$ cat src/rtl/subservient_gpio_pkg.sv
// subservient_gpio_pkg
//   Shared definitions for the Wishbone GPIO / interrupt controller:
//   register offsets (word index adr[4:2]), reset value, edge-mode enum
//   and the byte-select expansion helper.
//   Optional feature macro: SUBSERVIENT_GPIO_IRQ_EN (see subservient_gpio_wb).
package subservient_gpio_pkg;

    localparam int unsigned REG_IDX_W = 3;
    typedef logic [REG_IDX_W-1:0] reg_idx_t;

    localparam reg_idx_t REG_DOUT     = 3'd0;
    localparam reg_idx_t REG_OE       = 3'd1;
    localparam reg_idx_t REG_DIN      = 3'd2;
    localparam reg_idx_t REG_IRQ_EN   = 3'd3;
    localparam reg_idx_t REG_IRQ_EDGE = 3'd4;
    localparam reg_idx_t REG_IRQ_STAT = 3'd5;

    // Every register (and the bus read data) resets to zero.
    localparam logic [31:0] REG_RST_VAL = 32'h0000_0000;

    typedef enum logic {
        EDGE_RISE = 1'b0,
        EDGE_FALL = 1'b1
    } edge_mode_e;

    // Expand the four Wishbone byte-lane selects into a 32-bit write mask.
    function automatic logic [31:0] sel_to_mask(input logic [3:0] sel);
        logic [31:0] m;
        m = '0;
        for (int unsigned b = 0; b < 4; b++) begin
            m[b*8 +: 8] = {8{sel[b]}};
        end
        return m;
    endfunction

endpackage

$ cat src/rtl/subservient_gpio_sync.sv
// subservient_gpio_sync
//   One GPIO input channel: two-flop synchroniser for the asynchronous pad,
//   plus (when SUBSERVIENT_GPIO_IRQ_EN is defined) a prev flop and edge
//   detector producing a one-cycle event on the selected edge.
//   Ports:
//     i_clk, i_rst  clock, synchronous active-high reset
//     i_pad         asynchronous pad input
//     i_edge        EDGE_RISE / EDGE_FALL event selection
//     o_sync        synchronised pad value
//     o_event       one-cycle pulse on the selected edge (0 when IRQs absent)
module subservient_gpio_sync
    import subservient_gpio_pkg::*;
(
    input  logic       i_clk,
    input  logic       i_rst,
    input  logic       i_pad,
    input  edge_mode_e i_edge,
    output logic       o_sync,
    output logic       o_event
);

    logic r_meta;
    logic r_sync;

    always_ff @(posedge i_clk) begin
        if (i_rst) begin
            r_meta <= 1'b0;
            r_sync <= 1'b0;
        end else begin
            r_meta <= i_pad;
            r_sync <= r_meta;
        end
    end

    assign o_sync = r_sync;

`ifdef SUBSERVIENT_GPIO_IRQ_EN
    logic r_prev;

    always_ff @(posedge i_clk) begin
        if (i_rst) begin
            r_prev <= 1'b0;
        end else begin
            r_prev <= r_sync;
        end
    end

    assign o_event = (i_edge == EDGE_FALL) ? (~r_sync &  r_prev)
                                           : ( r_sync & ~r_prev);
`else
    logic w_unused;
    assign w_unused = i_edge;
    assign o_event  = 1'b0;
`endif

endmodule

$ cat src/rtl/subservient_gpio_wb.sv
// subservient_gpio_wb
//   Wishbone-mapped N_IO-channel GPIO with optional edge interrupts.
//   Optional feature macro: SUBSERVIENT_GPIO_IRQ_EN -- when defined, IRQ_EN,
//   IRQ_EDGE, IRQ_STAT and irq_o are implemented; otherwise they read 0,
//   ignore writes and irq_o is tied low.
//   Ports:
//     wb_clk_i, wb_rst_i       clock, synchronous active-high reset
//     wbs_cyc/stb/we/sel/adr/dat_i  Wishbone slave request
//     wbs_dat_o, wbs_ack_o     read data (0 unless acking), single-cycle ack
//     io_in                    asynchronous pad inputs
//     io_out, io_oeb           pad output value, active-low output enable
//     irq_o                    level interrupt, |(IRQ_STAT & IRQ_EN)
module subservient_gpio_wb
    import subservient_gpio_pkg::*;
#(
    parameter int unsigned N_IO      = 8,
    parameter logic [31:0] BASE_ADDR = 32'h3000_0000,
    parameter logic [31:0] ADDR_MASK = 32'hFFFF_FFE0
) (
    input  logic            wb_clk_i,
    input  logic            wb_rst_i,
    input  logic            wbs_cyc_i,
    input  logic            wbs_stb_i,
    input  logic            wbs_we_i,
    input  logic [3:0]      wbs_sel_i,
    input  logic [31:0]     wbs_adr_i,
    input  logic [31:0]     wbs_dat_i,
    output logic [31:0]     wbs_dat_o,
    output logic            wbs_ack_o,
    input  logic [N_IO-1:0] io_in,
    output logic [N_IO-1:0] io_out,
    output logic [N_IO-1:0] io_oeb,
    output logic            irq_o
);

    logic            w_hit;
    logic            w_acc;
    logic            w_wr;
    reg_idx_t        w_idx;
    logic [31:0]     w_wmask;
    logic [31:0]     w_rd;
    logic [N_IO-1:0] w_bmask;
    logic [N_IO-1:0] w_wdat;
    logic [N_IO-1:0] w_din;
    logic [N_IO-1:0] w_event;

    logic [N_IO-1:0] r_dout;
    logic [N_IO-1:0] r_oe;
    logic            r_ack;
    logic [31:0]     r_dat;

    // A request is accepted only while ack is low, so a held cyc&stb gets
    // an ack every second cycle and each access is performed exactly once.
    assign w_hit   = wbs_cyc_i & wbs_stb_i & ((wbs_adr_i & ADDR_MASK) == BASE_ADDR);
    assign w_acc   = w_hit & ~r_ack;
    assign w_wr    = w_acc & wbs_we_i;
    assign w_idx   = wbs_adr_i[4:2];
    assign w_wmask = sel_to_mask(wbs_sel_i);
    assign w_bmask = w_wmask[N_IO-1:0];
    assign w_wdat  = wbs_dat_i[N_IO-1:0];

`ifdef SUBSERVIENT_GPIO_IRQ_EN
    logic [N_IO-1:0] r_irq_en;
    logic [N_IO-1:0] r_irq_edge;
    logic [N_IO-1:0] r_irq_stat;
    logic [N_IO-1:0] w_w1c;

    assign w_w1c = (w_wr && w_idx == REG_IRQ_STAT) ? (w_wdat & w_bmask) : '0;

    always_ff @(posedge wb_clk_i) begin
        if (wb_rst_i) begin
            r_irq_en   <= REG_RST_VAL[N_IO-1:0];
            r_irq_edge <= REG_RST_VAL[N_IO-1:0];
            r_irq_stat <= REG_RST_VAL[N_IO-1:0];
        end else begin
            if (w_wr && w_idx == REG_IRQ_EN)
                r_irq_en <= (r_irq_en & ~w_bmask) | (w_wdat & w_bmask);
            if (w_wr && w_idx == REG_IRQ_EDGE)
                r_irq_edge <= (r_irq_edge & ~w_bmask) | (w_wdat & w_bmask);
            // Set is OR-ed in after the clear so a same-cycle event wins.
            r_irq_stat <= (r_irq_stat & ~w_w1c) | (w_event & r_irq_en);
        end
    end

    assign irq_o = |(r_irq_stat & r_irq_en);
`else
    assign irq_o = 1'b0;
`endif

    for (genvar g = 0; g < N_IO; g++) begin : g_ch
        edge_mode_e w_mode;
`ifdef SUBSERVIENT_GPIO_IRQ_EN
        assign w_mode = r_irq_edge[g] ? EDGE_FALL : EDGE_RISE;
`else
        assign w_mode = EDGE_RISE;
`endif
        subservient_gpio_sync u_sync (
            .i_clk   (wb_clk_i),
            .i_rst   (wb_rst_i),
            .i_pad   (io_in[g]),
            .i_edge  (w_mode),
            .o_sync  (w_din[g]),
            .o_event (w_event[g])
        );
    end

    always_comb begin
        w_rd = '0;
        case (w_idx)
            REG_DOUT:     w_rd[N_IO-1:0] = r_dout;
            REG_OE:       w_rd[N_IO-1:0] = r_oe;
            REG_DIN:      w_rd[N_IO-1:0] = w_din;
`ifdef SUBSERVIENT_GPIO_IRQ_EN
            REG_IRQ_EN:   w_rd[N_IO-1:0] = r_irq_en;
            REG_IRQ_EDGE: w_rd[N_IO-1:0] = r_irq_edge;
            REG_IRQ_STAT: w_rd[N_IO-1:0] = r_irq_stat;
`endif
            default:      w_rd = '0;
        endcase
    end

    always_ff @(posedge wb_clk_i) begin
        if (wb_rst_i) begin
            r_dout <= REG_RST_VAL[N_IO-1:0];
            r_oe   <= REG_RST_VAL[N_IO-1:0];
            r_ack  <= 1'b0;
            r_dat  <= REG_RST_VAL;
        end else begin
            if (w_wr && w_idx == REG_DOUT)
                r_dout <= (r_dout & ~w_bmask) | (w_wdat & w_bmask);
            if (w_wr && w_idx == REG_OE)
                r_oe <= (r_oe & ~w_bmask) | (w_wdat & w_bmask);
            r_ack <= w_acc;
            r_dat <= w_acc ? w_rd : '0;
        end
    end

    assign wbs_ack_o = r_ack;
    assign wbs_dat_o = r_dat;
    assign io_out    = r_dout;
    assign io_oeb    = ~r_oe;

    // Upper data/mask bits beyond N_IO and unused event lines are dropped.
    logic w_unused;
    assign w_unused = ^{wbs_dat_i, w_wmask, w_event};

endmodule
$ cat config.mk
export PLATFORM = sky130hd
export DESIGN_NAME = subservient_gpio_wb
export DESIGN_NICKNAME = d
export VERILOG_FILES = /design/src/rtl/subservient_gpio_pkg.sv /design/src/rtl/subservient_gpio_sync.sv /design/src/rtl/subservient_gpio_wb.sv
export SDC_FILE = /design/constraint.sdc
export NUM_CORES = 1
export LEC_CHECK = 0
export ABC_AREA = 1
export BUFFER_PORTS_ARGS = -buffer_cell sky130_fd_sc_hd__buf_4
export CAP_MARGIN = 20
export CORE_UTILIZATION = 39
export CTS_CLUSTER_DIAMETER = 120
export CTS_CLUSTER_SIZE = 28
export DETAILED_ROUTE_END_ITERATION = 10
export GPL_TIMING_DRIVEN = 0
export PLACE_DENSITY = 0.76
export SYNTH_ARGS = -nofsm -noshare
export SYNTH_HDL_FRONTEND = slang
export SYNTH_HIERARCHICAL = 1
export SYNTH_SLANG_ARGS = --single-unit
$ cat constraint.sdc
create_clock -name wb_clk_i -period 1.1 [get_ports wb_clk_i]
set_input_delay 0.22 -clock wb_clk_i [delete_from_list [all_inputs] [get_ports wb_clk_i]]
set_output_delay 0.22 -clock wb_clk_i [all_outputs]
set_load 0.05 [all_outputs]
* Yosys cells after proc, flatten, opt, wreduce, memory -nomap -nowiden *
Cells that the tools add are included.
Widths: inputs -> output; s select.

cells by class
  equal/unequal tests = 3
  reductions and logical operators = 4
  bitwise operators = 13
  muxes and demuxes = 1

operators by type and width
  operator              number
  $eq 27x25->1 const B  1
  $and 8x8->8           3
  $pmux 8 s3            1
  $not 8->8             2
  $or 8x8->8            2
  $and 1x1->1           4
  $eq 3x1->1 const B    1
  $eq 3x2->1 const B    1
  $logic_not 3->1       1
  $logic_and 1x1->1     2
  $not 1->1             2
  $reduce_or 2->1       1

storage, ports and cells
  output and inout port bits = 50
  input port bits = 81
  register bits after elaboration = 65

* Depth between registers and ports, before layout *
  depth after elaboration = 5
  mapped depth = 10
  gate-level depth less buffers = 10

* Cells and area by module *
Netlist, hierarchy kept.

modules (own cells, without submodules)
  module                 area each (um^2)  cells each  instances
  subservient_gpio_wb    1666.6            259         1
  subservient_gpio_sync  66.3              8           8

* Least setup slack after synthesis *
Ideal clock, no wire load.

  path type = reg2reg
  from = register r_ack, in the netlist wbs_ack_o
  to = register (tool-made name)
  cell stages (with the launch flop) = 10
  period minus slack after synthesis = 1.395 ns
  arrival = 1.285 ns
  path buffers = 1
  required time = 0.990 ns
  path slack = -0.295 ns
  cells stage by stage = dfxtp_1 > nor2_1 > nand2_1 > nor2_2 > nand2_1 > nor2_4 > buf_6 > nand4_1 > nand2_1 > nor2_1

RTL lines
  element                 RTL line                    source
  from (decl)             subservient_gpio_wb.sv:49   logic r_ack;
  from (signal assigned)  subservient_gpio_wb.sv:133  r_ack <= w_acc;

==> PnR_summary.wiki <==
{| class="wikitable"
! Metric !! Value
|-
| Aggregate global-route resource usage || 16.7%
|-
| Unrepaired setup endpoints after global routing || true
|-
| Maximum clock insertion buffer count || 2
|-
| Layout cells sized above 1 || 34.4%
|-
| Worst-case vdd ir drop || 0.941 mV
|-
| Post-route minimum period || 1270 ps
|-
| Number of warning messages in the yosys log || 6
|-
| Data required time at the worst endpoint || 1320 ps
|-
| Reg2Reg Depth || 9
|-
| Global-route wire length before repair || about 7100 um
|-
| Post-route fraction of the period consumed by the critical path || 116%
|-
| Final sum of negative setup slack || -3330 ps
|-
| Number of port buffers || 75
|-
| CTS tree || done
|-
| Max H-tree Level || 2
|-
| Status || finished, violations left
|-
| HPWL reported at the end of detailed placement || ~3600 um
|-
| Reported leakage power || about 1.6 nW
|-
| Clock Pin Slew Worst Setup and Hold Paths || 80 ps
|-
| Quantity of hold-fixing buffers added after cts || 0
|-
| Starting density of the core || 41.0%
|-
| Total area of multi-input combinational cells || 932 um2
|-
| Headroom to the max-slew limit || between 60% and 70%
|-
| Register area || 825 um2
|-
| Data arrival, critical path || 1500 ps
|-
| Worst Clk Skew || 6.50 ps
|-
| Worst hold stages || 3
|-
| Synthesis-to-finish area growth || 42.9%
|-
| Drt initial violations || 79
|-
| Horiz. Die Dim || 75.5 um
|-
| Wire length per cell || 9.94 um
|-
| Synth Area per Inst || approximately 6.9 um2
|-
| Stage delay of the slowest cell on the critical path || between 300 and 400 ps
|-
| Via count || 2052
|-
| Largest fanout on the critical path || 8
|-
| Core box area || 5140 um2
|-
| Total placed cells including tap cells || 476
|-
| Violations in the final reports || negative setup slack
|-
| Placer's final routability congestion estimate || 0.752
|-
| Number of nets in the final layout || 496
|-
| Final wirelength || 4830 um
|-
| Slowest cell on the critical path || dfxtp_4
|-
| Pins Over Slew Limit || 0
|-
| Clock latency at the later pin of the worst-skew pair || 290 ps
|-
| Pwr dens || 1010 nW/um2
|-
| Startpoint type of the worst setup path || register
|-
| Number of failing setup endpoints in the final timing report || 24
|-
| DRC errors left || 0
|-
| Power after layout || 0.00303 W
|-
| Clock tree root buffer cell || clkbuf_8
|-
| Area of the die || 5700 um2
|-
| Via-per-instance ratio || roughly 4.2
|-
| Antenna Cells || 0
|-
| Pin count of the biggest net entering global routing || 19
|-
| Number of buffers inserted during clock tree synthesis || 5
|-
| Chip height || 75.5 um
|-
| Vias in the first global route || ~1700
|-
| Total I/O pin count || 131
|-
| Layout Cells excl Fill || about 500
|-
| Cell chain of the critical path || nor2_2 > nand2_1 > nor2_2 > nand2_2 > nor2_4 > nand3_4 > nand2_1 > inv_1 > nor2_1
|-
| Maximum operating frequency || 0.786 GHz
|-
| Number of search-and-repair iterations in the first detailed-routing pass || 5
|-
| Worst Max-Slew Pin Slew || 524 ps
|-
| Filler Cells Inserted || around 510
|-
| Post-synth design cell area || 2110 um2
|-
| Total number of clock tree sinks || 41
|-
| Antenna violations before repair || 0
|-
| Type of the worst setup path || register to register
|-
| Post-DRT Antenna Nets || 0
|-
| Final number of hold-violating endpoints || 0
|-
| CP Capture Type || register
|-
| Max Cap Violations || 0
|-
| Worst hold path class || input pin to register
|-
| Grt ovf || 0
|-
| Count of standard-cell rows || 26
|-
| Synthesized instance count || approximately 300
|-
| Smallest setup slack after layout || -172 ps
|}
==> layer usage <==
layer / share of wire (%) / global-route usage, % / wire [um]
met5: 0 / 0 / 0
met4: 0.85 / 5.97 / 41
met3: 7.3 / 4.23 / 351
met2: 48 / 29.3 / 2340
met1: 43 / 19.8 / 2100
==> layout by cell type, fill, tap and decap left out, types with 2 or more instances in the layout <==
cell type and count:
nor2_2 5, nor2_4 2, dfxtp_1 40, nand3_4 2, inv_2 10, clkinv_2 2
buf_6 13, nand2_1 48, conb_1 25, nand2_2 7, clkbuf_8 5, a21oi_1 8
nor2_1 74, nand4_1 16, o22ai_1 7, nor2_8 2, buf_4 92, inv_1 52
==> worst max-delay path, delay by kind of cell, from the launching register on <==
family | cells | cell delay [ps]
buffers and inverters | 1 | 40
DFF | 1 | 360
and+or+nand+nor | 8 | 800
==> timing repair <==
item | 4_1_cts | 5_1_grt
setup endpoints to repair | 32 | 32
pin swaps | 19 | 7
cloned | 0 | 1
setup buffers | 1 | 0
resized for setup | 12 | 18
endpoints found under the hold margin | 0 | 0
==> power breakdown <==
group	internal (W)	switching, W	total [W]
registers	0.00151	0.00000651	0.00151
clock network	0.000440	0.000505	0.000945
logic	0.000228	0.000348	0.000576
total	0.00218	0.000859	0.00303
==> worst paths after layout <==
check,start,to,slack [ps]
worst max register to register,wbs_ack_o,register,-170
worst max-delay path,wbs_ack_o,register,-170
worst min-delay path,io_in[3],g_ch[3].u_sync/r_meta,130
worst min register to register,g_ch[0].u_sync/r_meta,g_ch[0].u_sync/o_sync,400
==> cell type report <==
class	count	share of cell area, %
Inverter	62	7.73
Clock buffer	6	2.41
Timing Repair Buffer	77	20.7
Buffer	29	7.60
Clock inverter	2	0.332
Sequential cell	41	27.4
Multi-Input combinational cell	199	31.0
Tap cell	70	2.91
==> per-stage QoR <==
| step | area, um2 | utilization [%] | hold slack (ps) | worst slack [ps] |
|---|---|---|---|---|
| floorplan | 2200 | - | 291 | -125 |
| global placement | 2850 | 55.5 | 389 | -266 |
| detailed placement | 2850 | 55.5 | 394 | -282 |
| CTS | 2970 | 57.9 | 127 | -184 |
| global route | 3010 | 58.6 | 128 | -267 |
| finish | 3010 | 58.6 | 128 | -172 |
Power figures use the tool's default switching activity.
